## config.mk

```make
export PLATFORM = sky130hd
export DESIGN_NAME = player_mover
export DESIGN_NICKNAME = d
export VERILOG_FILES = /design/src/rtl/player_mover.sv
export SDC_FILE = /design/constraint.sdc
export NUM_CORES = 1
export LEC_CHECK = 0
export BUFFER_PORTS_ARGS = -buffer_cell sky130_fd_sc_hd__buf_2
export CORE_ASPECT_RATIO = 1.2
export CORE_UTILIZATION = 30
export DETAILED_ROUTE_END_ITERATION = 10
export GPL_TIMING_DRIVEN = 0
export HOLD_SLACK_MARGIN = 0.03
export SYNTH_ARGS = -nofsm -noshare
export SYNTH_HDL_FRONTEND = slang
export SYNTH_SLANG_ARGS = --single-unit
export TNS_END_PERCENT = 50
```

## constraint.sdc

```tcl
create_clock -name clock -period 5.64 [get_ports clock]
set_input_delay 0 -clock clock [delete_from_list [all_inputs] [get_ports clock]]
set_output_delay 0 -clock clock [all_outputs]
set_load 0.02 [all_outputs]
```

## src/rtl/player_mover.sv

```systemverilog
// Player-motion engine: rate-limits start, resolves turn/move/strafe, and checks each axis against the map grid.
// Latency: 6 cycles from start to done with a zero-wait grid, +1 per grid wait cycle, 2 when rate-limited; the grid stalls via grid_valid.
module player_mover #(
  parameter int X_W         = 14,
  parameter int Y_W         = 13,
  parameter int ANGLE_W     = 8,
  parameter int DIR_W       = 15,
  parameter int CELL_SHIFT  = 8,
  parameter int MAP_W       = 40,
  parameter int MAP_H       = 30,
  parameter int TURN_SPEED  = 2,
  parameter int MOVE_PERIOD = 1000000
) (
  input  logic               clock,
  input  logic               resetn,
  input  logic               start,
  output logic               done,
  input  logic               turn_right,
  input  logic               turn_left,
  input  logic               move_forward,
  input  logic               move_backward,
  input  logic               strafe_right,
  input  logic               strafe_left,
  input  logic [X_W-1:0]     cur_pos_x,
  input  logic [Y_W-1:0]     cur_pos_y,
  input  logic [ANGLE_W-1:0] cur_angle,
  input  logic [DIR_W-1:0]   dir_x,
  input  logic [DIR_W-1:0]   dir_y,
  output logic [X_W-1:0]     next_pos_x,
  output logic [Y_W-1:0]     next_pos_y,
  output logic [ANGLE_W-1:0] next_angle,
  output logic               grid_req,
  output logic [5:0]         grid_x,
  output logic [4:0]         grid_y,
  input  logic               grid_valid,
  input  logic [2:0]         grid_out
);

  localparam int CNT_W  = $clog2(MOVE_PERIOD + 1);
  localparam int SUM_XW = (X_W > DIR_W + 1) ? X_W : DIR_W + 1;
  localparam int SUM_YW = (Y_W > DIR_W + 1) ? Y_W : DIR_W + 1;
  localparam logic [X_W-1:0]     MAP_W_LIM = X_W'(MAP_W);
  localparam logic [Y_W-1:0]     MAP_H_LIM = Y_W'(MAP_H);
  localparam logic [ANGLE_W-1:0] TURN_STEP = ANGLE_W'(TURN_SPEED);
  localparam logic [CNT_W-1:0]   RELOAD    = CNT_W'(MOVE_PERIOD - 1);

  typedef enum logic [2:0] {
    S_IDLE   = 3'd0,
    S_CHECK  = 3'd1,
    S_CALC   = 3'd2,
    S_LOOK_X = 3'd3,
    S_LOOK_Y = 3'd4,
    S_COMMIT = 3'd5,
    S_DONE   = 3'd6
  } state_t;

  typedef struct packed {
    logic [X_W-1:0]     x;
    logic [Y_W-1:0]     y;
    logic [ANGLE_W-1:0] angle;
  } pose_t;

  state_t                 state, state_n;
  logic [CNT_W-1:0]       rate_cnt;
  pose_t                  next_pose;
  pose_t                  lat_pose;
  logic [X_W-1:0]         acc_x;
  logic [Y_W-1:0]         acc_y;
  logic signed [DIR_W:0]  dx_q, dy_q;

  // Signed key pairs: opposing keys cancel to zero.
  logic f_pos, f_neg, s_pos, s_neg, t_pos, t_neg;
  assign f_pos = move_forward  & ~move_backward;
  assign f_neg = move_backward & ~move_forward;
  assign s_pos = strafe_right  & ~strafe_left;
  assign s_neg = strafe_left   & ~strafe_right;
  assign t_pos = turn_right    & ~turn_left;
  assign t_neg = turn_left     & ~turn_right;

  function automatic logic signed [DIR_W:0] scale(input logic p, input logic n,
                                                   input logic signed [DIR_W:0] v);
    if (p)      return v;
    else if (n) return -v;
    else        return '0;
  endfunction

  logic signed [DIR_W:0] dir_x_s, dir_y_s, dx_c, dy_c;
  logic [ANGLE_W-1:0]    angle_c;
  assign dir_x_s = {dir_x[DIR_W-1], dir_x};
  assign dir_y_s = {dir_y[DIR_W-1], dir_y};
  assign dx_c = scale(f_pos, f_neg, dir_x_s) - scale(s_pos, s_neg, dir_y_s);
  assign dy_c = scale(f_pos, f_neg, dir_y_s) + scale(s_pos, s_neg, dir_x_s);
  assign angle_c = t_pos ? cur_angle + TURN_STEP :
                   t_neg ? cur_angle - TURN_STEP : cur_angle;

  logic [X_W-1:0] cx, look_x, cell_x;
  logic [Y_W-1:0] cy, look_y, cell_y;
  logic           move_nz, in_map, cell_free;

  assign cx = X_W'(SUM_XW'(lat_pose.x) + SUM_XW'(dx_q));
  assign cy = Y_W'(SUM_YW'(lat_pose.y) + SUM_YW'(dy_q));

  // The y lookup uses the already-resolved x, so a blocked x leaves y free to slide.
  assign look_x    = (state == S_LOOK_X) ? cx : acc_x;
  assign look_y    = (state == S_LOOK_X) ? lat_pose.y : cy;
  assign cell_x    = look_x >> CELL_SHIFT;
  assign cell_y    = look_y >> CELL_SHIFT;
  assign in_map    = (cell_x < MAP_W_LIM) && (cell_y < MAP_H_LIM);
  assign move_nz   = (state == S_LOOK_X) ? (dx_q != '0) : (dy_q != '0);
  assign grid_req  = ((state == S_LOOK_X) || (state == S_LOOK_Y)) && move_nz && in_map;
  assign grid_x    = 6'(cell_x);
  assign grid_y    = 5'(cell_y);
  assign cell_free = grid_valid && (grid_out == 3'd0);

  assign done       = (state == S_DONE);
  assign next_pos_x = next_pose.x;
  assign next_pos_y = next_pose.y;
  assign next_angle = next_pose.angle;

  always_comb begin
    state_n = state;
    case (state)
      S_IDLE:   if (start) state_n = S_CHECK;
      S_CHECK:  state_n = (rate_cnt == '0) ? S_CALC : S_DONE;
      S_CALC:   state_n = S_LOOK_X;
      S_LOOK_X: if (!grid_req || grid_valid) state_n = S_LOOK_Y;
      S_LOOK_Y: if (!grid_req || grid_valid) state_n = S_COMMIT;
      S_COMMIT: state_n = S_DONE;
      S_DONE:   state_n = S_IDLE;
      default:  state_n = S_IDLE;
    endcase
  end

  always_ff @(posedge clock) begin
    if (!resetn) begin
      state     <= S_IDLE;
      rate_cnt  <= '0;
      next_pose <= '{x: cur_pos_x, y: cur_pos_y, angle: cur_angle};
      lat_pose  <= '{x: cur_pos_x, y: cur_pos_y, angle: cur_angle};
      acc_x     <= cur_pos_x;
      acc_y     <= cur_pos_y;
      dx_q      <= '0;
      dy_q      <= '0;
    end else begin
      state <= state_n;
      if ((state == S_CHECK) && (rate_cnt == '0))
        rate_cnt <= RELOAD;
      else if (rate_cnt != '0)
        rate_cnt <= rate_cnt - CNT_W'(1);

      case (state)
        S_CALC: begin
          lat_pose <= '{x: cur_pos_x, y: cur_pos_y, angle: angle_c};
          dx_q     <= dx_c;
          dy_q     <= dy_c;
          acc_x    <= cur_pos_x;
          acc_y    <= cur_pos_y;
        end
        S_LOOK_X: if (grid_req && cell_free) acc_x <= cx;
        S_LOOK_Y: if (grid_req && cell_free) acc_y <= cy;
        S_COMMIT: next_pose <= '{x: acc_x, y: acc_y, angle: lat_pose.angle};
        default: ;
      endcase
    end
  end

endmodule

```

==> key figures, run 1 <==
Worst setup path
  • Worst path slowest cell: o31ai_2
  • CP bufs+invs: 1
  • Critical path's top delay family: compound AO/OA/AOI/OAI gates
  • Data required time of the worst path: 5760 ps
  • Critical path endpoint category: flip-flop
  • Critical path arrival: 4300 ps
  • Startpoint Class: flip-flop
  • Critical-path cell list: ha_1 > a211oi_1 > o21ai_0 > a21boi_0 > a2111oi_0 > a31oi_1 > a32oi_1 > a311o_1 > o31ai_2 > buf_4
  • Biggest cell delay along the critical path: 620 ps
  • CP Max Fanout: 10
  • Critical path class: reg -> reg

Final layout
  • Commonest non-fill, non-tap cell in the layout: nand2_1
  • Area Overhead vs Synth: 21.26%
  • Most frequent cells in the layout: 142 x nand2_1, 128 x buf_2, 122 x o21ai_0
  • # diodes: 0
  • Layout cells sized above 1: 16.82%
  • Final instance area: 0.01225 mm2
  • Final net count: 1425
  • FILL cells: 3377

STA
  • Clock skew: 13.61 ps
  • Fmax: 0.2391 GHz
  • Rel. slew slack: 40.24%
  • Final Max Tran Viols: 0
  • Tcrit/Tclk final: 74.16%
  • Final setup violation count: 0
  • RSZ-0062 raised after global routing: no
  • Worst Max-Slew Pin Slew: 893.2 ps
  • Setup TNS: 0 ps
  • Final hold violations: 0
  • Final period demand of the worst path: 4182 ps
  • Final hold slack: 133.2 ps

Worst hold path
  • Hold Crit Class: in -> reg

Clock network
  • CTS tree: yes
  • Clock sinks: 152
  • Clock root buffer: clkbuf_16
  • Skew-Pair Late Insertion Delay: 430 ps
  • Bufs on Longest Clock Path: 2
  • CTS resizes: 0
  • H-tree level count: 4
  • Num CTS Buffers: 17
  • Setup bufs post-CTS: 0
  • Clk slew on worst S/H paths: 60 ps

Logic synthesis
  • Top_reg_cell synth: edfxtp_1
  • Post-synth cell types: 69
  • Ys async rst share: 0%
  • Post-synth EDFFs: 97
  • Synth Warn #: 0
  • Synth Area per Inst: 9.153 um2
  • Synthesized instance count: 1104
  • Sequential area share after synthesis: 39.72%
  • Post-Syn Area: 0.01010 mm2
  • Number of synthesized register bits: 152
  • Syn nets: 1246

Drt
  • WL/cell: 16.12 um
  • Vias per cell: 5.129
  • Drc violations: 0
  • DR iter-0 viols: 453
  • Vias post-DR: 8955
  • DRT Pass-1 Iters: 5
  • Detail Route Antenna Nets: 0
  • Total wire length: 28.15 mm

Power
  • Power, Total: 4.364 mW
  • P_leak: 4.872 nW
  • Cell Pwr Density: 356.1 mW/mm2
  • Worst vdd ir: 0.0001762 V

Die
  • # rows: 73
  • Die W: 169.5 um
  • Core Box Area: 0.03316 mm2
  • Initial core utilization: 30.48%
  • Die area: 0.03442 mm2
  • Io pins: 126
  • Die Height: 203.0 um

Global routing
  • Largest net degree at the start of global routing: 36
  • Overall Global Routing Usage: 16.27%
  • Vias in the first global route: 8369
  • GRT overflow: 0
  • First-pass GRT wire length: 44.18 mm
  • Antenna violations before repair: 0

Placed design
  • RD Place Congestion: 0.9343
  • Placed Area: 0.01130 mm2
  • DP HPWL: 21.59 mm
  • PortBufs: 120

Run status
  • Status: completed

Flow run
  • Max-cap viol count: 0
-- worst paths after layout --
check                    startpoint                     to  slack (ps)  depth (start not counted)
max          lat_pose[22]$_DFFE_PP_     acc_x[2]$_DFFE_PP_        1460                         10
min                        dir_x[0]   dx_q[0]$_SDFFE_PN0P_         130                          4
max reg2reg  lat_pose[22]$_DFFE_PP_     acc_x[2]$_DFFE_PP_        1460                         10
min reg2reg   dy_q[13]$_SDFFE_PN0P_  dy_q[13]$_SDFFE_PN0P_         460                          2
-- power breakdown --
part	switching [mW]	internal, mW
logic	0.990	0.642
clock network	0.448	0.670
registers	0.157	1.46
-- timing repair --
action | in CTS | in global routing
hold buffers | 38 | 0
hold endpoints to repair | 100 | 0
setup endpoints to repair | 0 | 0
-- area by class of cell --
cell class	instances	area [um2]	share of cell area, %
buffer	48	190.2	1.552
clock buffer	25	508.0	4.146
clock inverter	7	65.06	0.5310
inverter	31	116.4	0.9497
multi-input combinational	873	5797	47.31
sequential	152	4014	32.76
tap	450	563.0	4.595
timing repair buffer	160	999.7	8.159
-- synthesized netlist by cell type (3+ instances only) --
cell type,n,area share (%)
nand2_1,143,5.3
o21ai_0,122,6.0
edfxtp_1,97,29
a21oi_1,73,3.6
nor2_1,66,2.5
ha_1,60,7.4
dfxtp_1,55,11
clkbuf_1,40,1.5
xor2_1,39,3.4
mux2_2,38,4.2
xnor2_1,32,2.8
inv_1,30,1.1
nor3_1,29,1.4
nor2b_1,23,1.4
or3_1,23,1.4
a211oi_1,19,1.4
a21o_1,18,1.3
a22oi_1,16,1.2
nand2b_1,15,0.93
nor4_1,15,0.93
o31ai_1,13,0.97
a22o_1,12,1.0
nand3_1,12,0.59
a31oi_1,9,0.56
buf_2,8,0.40
nand4_1,6,0.37
nor3b_1,6,0.45
o21a_1,6,0.45
o21bai_1,5,0.37
and3_1,4,0.25
fa_1,4,0.79
mux2i_1,4,0.40
o211ai_1,4,0.30
or4_1,4,0.30
a211o_1,3,0.26
a21boi_0,3,0.22
a311oi_1,3,0.26
or2_2,3,0.19
-- metal layers --
metal	track usage [%]	share of wire (%)	vias up
li1	-	-	4433
met1	22.37	48	4213
met2	26.68	46	283
met3	2.008	5.2	26
met4	4.569	1.4	0
met5	0	0	-
-- flip-flops by register name (all words and copies together), names as in the netlist --
name	cells
acc_x	14
acc_y	13
dx_q	16
dy_q	16
lat_pose	35
next_angle	8
next_pos_x	14
next_pos_y	13
rate_cnt	20
state	3
-- worst min-delay path, delay by kind of cell --
kind                       cells  cell delay (ps)
AOI/OAI and AO/OA              2              180
adders and majority gates      1              200
buffers and inverters          1              120
-- logic make-up after synthesis --
family	after synthesis	synth area share, %
XOR/XNOR	71	6.154
AND/OR/NAND/NOR	368	18.23
AO/OA/AOI/OAI	328	20.01
multiplexers	42	4.631
flip-flops	152	39.72
adder cells (fa/ha/maj)	64	8.222
buffers and inverters	79	3.034
-- through the flow --
stage	utilization [%]	setup WS (ps)	instances
final	36.96	1458	1746
after global routing	36.96	1341	1746
after detailed placement	34.08	1616	1676
after CTS	36.96	1522	1746
after floorplan	-	1588	1104
after global placement	33.99	523.1	1674
Note: power is estimated with default switching activity, not from simulation.
==> run 2, diff against run 1 <==
clock period = 3.65 ns   (was 5.64 ns; I/O delays follow)
==> run 2 against run 1 <==
  * Worst hold slack worse by 13 ps
  * Highest routed layer unchanged
  * Critical path depth is 1 higher
  * First-iteration DRC count is 14% higher
  * Final cell count is 0.63% higher
  * Sequential share of layout area is 0.35 points lower
==> key figures, run 2 (synthesized netlist as in run 1, its figures left out) <==
Final layout
  • Commonest non-fill, non-tap cell in the layout: nand2_1 (unchanged)
  • Fin util: 37.37% (was 36.96%)
  • Top flop regs: lat_pose (35), rate_cnt (20) (unchanged)
  • # diodes: 0 (unchanged)
  • Area Overhead vs Synth: 22.61% (was 21.26%)
  • Final instance area: 0.01239 mm2 (was 0.01225 mm2)
  • Final net count: 1436 (was 1425)
  • Largest register FFs: 35 (unchanged)
  • Most frequent cells in the layout: 142 x nand2_1, 128 x buf_2, 121 x o21ai_0 (was 142 x nand2_1, 128 x buf_2, 122 x o21ai_0)
  • Most flops, register: lat_pose (unchanged)
  • Layout cells sized above 1: 18.44% (was 16.82%)

STA
  • Fmax: 0.2795 GHz (was 0.2391 GHz)
  • Tcrit/Tclk final: 98.03% (was 74.16%)
  • Rel. slew slack: 39.76% (was 40.24%)
  • Final setup violation count: 0 (unchanged)
  • Final hold violations: 0 (unchanged)
  • Setup TNS: 0 ps (unchanged)
  • Final period demand of the worst path: 3578 ps (was 4182 ps)
  • Final hold slack: 120.6 ps (was 133.2 ps)
  • Final Max Tran Viols: 0 (unchanged)
  • Final WS setup: 71.91 ps (was 1458 ps)
  • Worst Max-Slew Pin Slew: 900.5 ps (was 893.2 ps)
  • Clock skew: 12.63 ps (was 13.61 ps)

Worst setup path
  • Data required time of the worst path: 3790 ps (was 5760 ps)
  • CP bufs+invs: 1 (unchanged)
  • CP Max Fanout: 5 (was 10)
  • Critical-path cell list: ha_2 > fa_2 > a211o_1 > a21o_1 > a31o_1 > a21oi_2 > xor2_2 > o21ai_1 > a311o_2 > o31ai_4 > buf_6 (was ha_1 > a211oi_1 > o21ai_0 > a21boi_0 > a2111oi_0 > a31oi_1 > a32oi_1 > a311o_1 > o31ai_2 > buf_4)
  • Critical path endpoint category: flip-flop (unchanged)
  • Crit Reg-Reg Startpoint: lat_pose[8]$_DFFE_PP_ (was lat_pose[22]$_DFFE_PP_)
  • Critical path arrival: 3720 ps (was 4300 ps)
  • Startpoint Class: flip-flop (unchanged)
  • R2r setup slk: 70 ps (was 1460 ps)
  • Worst path slowest cell: a311o_2 (was o31ai_2)
  • Biggest cell delay along the critical path: 460 ps (was 620 ps)
  • Worst R2R Path Depth: 11 (was 10)
  • Critical path's top delay family: compound AO/OA/AOI/OAI gates (unchanged)
  • Critical path class: reg -> reg (unchanged)
  • R2R Path End: acc_y[0]$_DFFE_PP_ (was acc_x[2]$_DFFE_PP_)

Die
  • # rows: 73 (unchanged)
  • Core Box Area: 0.03316 mm2 (unchanged)
  • Die W: 169.5 um (unchanged)
  • Die Height: 203.0 um (unchanged)
  • Die area: 0.03442 mm2 (unchanged)
  • Initial core utilization: 30.48% (unchanged)
  • Io pins: 126 (unchanged)

Global routing
  • Antenna violations before repair: 0 (unchanged)
  • GRT overflow: 0 (unchanged)
  • Overall Global Routing Usage: 16.65% (was 16.27%)
  • First-pass GRT wire length: 44.87 mm (was 44.18 mm)
  • Vias in the first global route: 8486 (was 8369)
  • Largest net degree at the start of global routing: 36 (unchanged)

Drt
  • Detail Route Antenna Nets: 0 (unchanged)
  • Total wire length: 28.33 mm (was 28.15 mm)
  • Vias per cell: 5.108 (was 5.129)
  • DR iter-0 viols: 516 (was 453)
  • DRT Pass-1 Iters: 5 (unchanged)
  • WL/cell: 16.13 um (was 16.12 um)
  • Vias post-DR: 8975 (was 8955)
  • Drc violations: 0 (unchanged)

Clock network
  • Num CTS Buffers: 17 (unchanged)
  • Bufs on Longest Clock Path: 2 (unchanged)
  • CTS tree: yes (unchanged)
  • Clock root buffer: clkbuf_16 (unchanged)
  • Clk slew on worst S/H paths: 60 ps (about the same)
  • Skew-Pair Late Insertion Delay: 440 ps (was 430 ps)
  • Clock sinks: 152 (unchanged)
  • H-tree level count: 4 (unchanged)

Placed design
  • Placed Area: 0.01130 mm2 (unchanged)
  • Post-Place Worst Slack: -372.5 ps (was 1616 ps)
  • RD Place Congestion: 0.9032 (was 0.9343)
  • DP HPWL: 21.62 mm (was 21.59 mm)
  • PortBufs: 120 (unchanged)

Power
  • P_leak: 4.918 nW (was 4.872 nW)
  • Cell Pwr Density: 547.6 mW/mm2 (was 356.1 mW/mm2)
  • Worst vdd ir: 0.0002551 V (was 0.0001762 V)

Worst hold path
  • Hold Crit Class: in -> reg (unchanged)
  • Worst hold stages: 4 (unchanged)
  • Hold Path Sink: dx_q[0]$_SDFFE_PN0P_ (unchanged)
  • Min-delay src: dir_x[0] (unchanged)

Flow run
  • Max-cap viol count: 0 (unchanged)

Run status
  • Status: completed (unchanged)
-- run 2: through the flow --
| step | total power, mW | std cells |
|---|---|---|
| global placement | 4.942 | 1674 |
| detailed placement | 4.994 | 1676 |
| CTS | 6.769 | 1746 |
| finish | 6.784 | 1757 |
| floorplan | 4.253 | 1104 |
| global route | 7.224 | 1757 |
-- run 2: how the worst max path moves through the flow --
| stage | startpoint | to | cells after the start |
|---|---|---|---|
| 2_1_floorplan | lat_pose[8]$_DFFE_PP_ | acc_y[0]$_DFFE_PP_ | 10 |
| 3_3_place_gp | lat_pose[22]$_DFFE_PP_ | acc_y[0]$_DFFE_PP_ | 9 |
| 3_5_place_dp | dir_x[0] | dx_q[15]$_SDFFE_PN0P_ | 18 |
| 4_1_cts | lat_pose[8]$_DFFE_PP_ | acc_y[2]$_DFFE_PP_ | 11 |
| 5_1_grt | lat_pose[8]$_DFFE_PP_ | acc_y[1]$_DFFE_PP_ | 11 |
| 6_report | lat_pose[8]$_DFFE_PP_ | acc_y[0]$_DFFE_PP_ | 11 |
-- run 2: tightest hold or removal path: stages --
cell and delay [ps]:
buf_2 120, o21ai_0 100, ha_1 200, a211oi_1 80
-- run 2: per-layer routing --
metal	vias to the layer above	share of wire, %	track usage (%)
met5	-	0	0
met4	0	2.1	5.985
met3	28	4.2	2.027
met2	251	46	27.19
met1	4220	48	22.49
li1	4476	-	-
-- run 2: what timing repair did --
action,4_1_cts,5_1_grt
resized for setup,3,13
endpoints found under the setup margin,27,33
pin swaps,2,7
hold buffers,37,0
hold endpoints to repair,100,0
cloned,0,1
buffers inserted,1,10
-- run 2: power breakdown --
group | internal, mW | switching [mW] | leakage (nW)
clock | 0.997 | 0.713 | 0.273
sequential | 2.25 | 0.237 | 1.40
combinational | 1.03 | 1.55 | 3.24
total | 4.28 | 2.50 | 4.92
-- run 2: final cells by class --
type / instances / area, um2
Buffer: 48 / 190.2
Clock buffer: 22 / 475.5
Clock inverter: 10 / 92.59
Fill cell: 3342 / 20770
Inverter: 31 / 116.4
Multi-Input combinational cell: 873 / 5853
Sequential cell: 152 / 4015
Tap cell: 450 / 563.0
Timing Repair Buffer: 171 / 1084
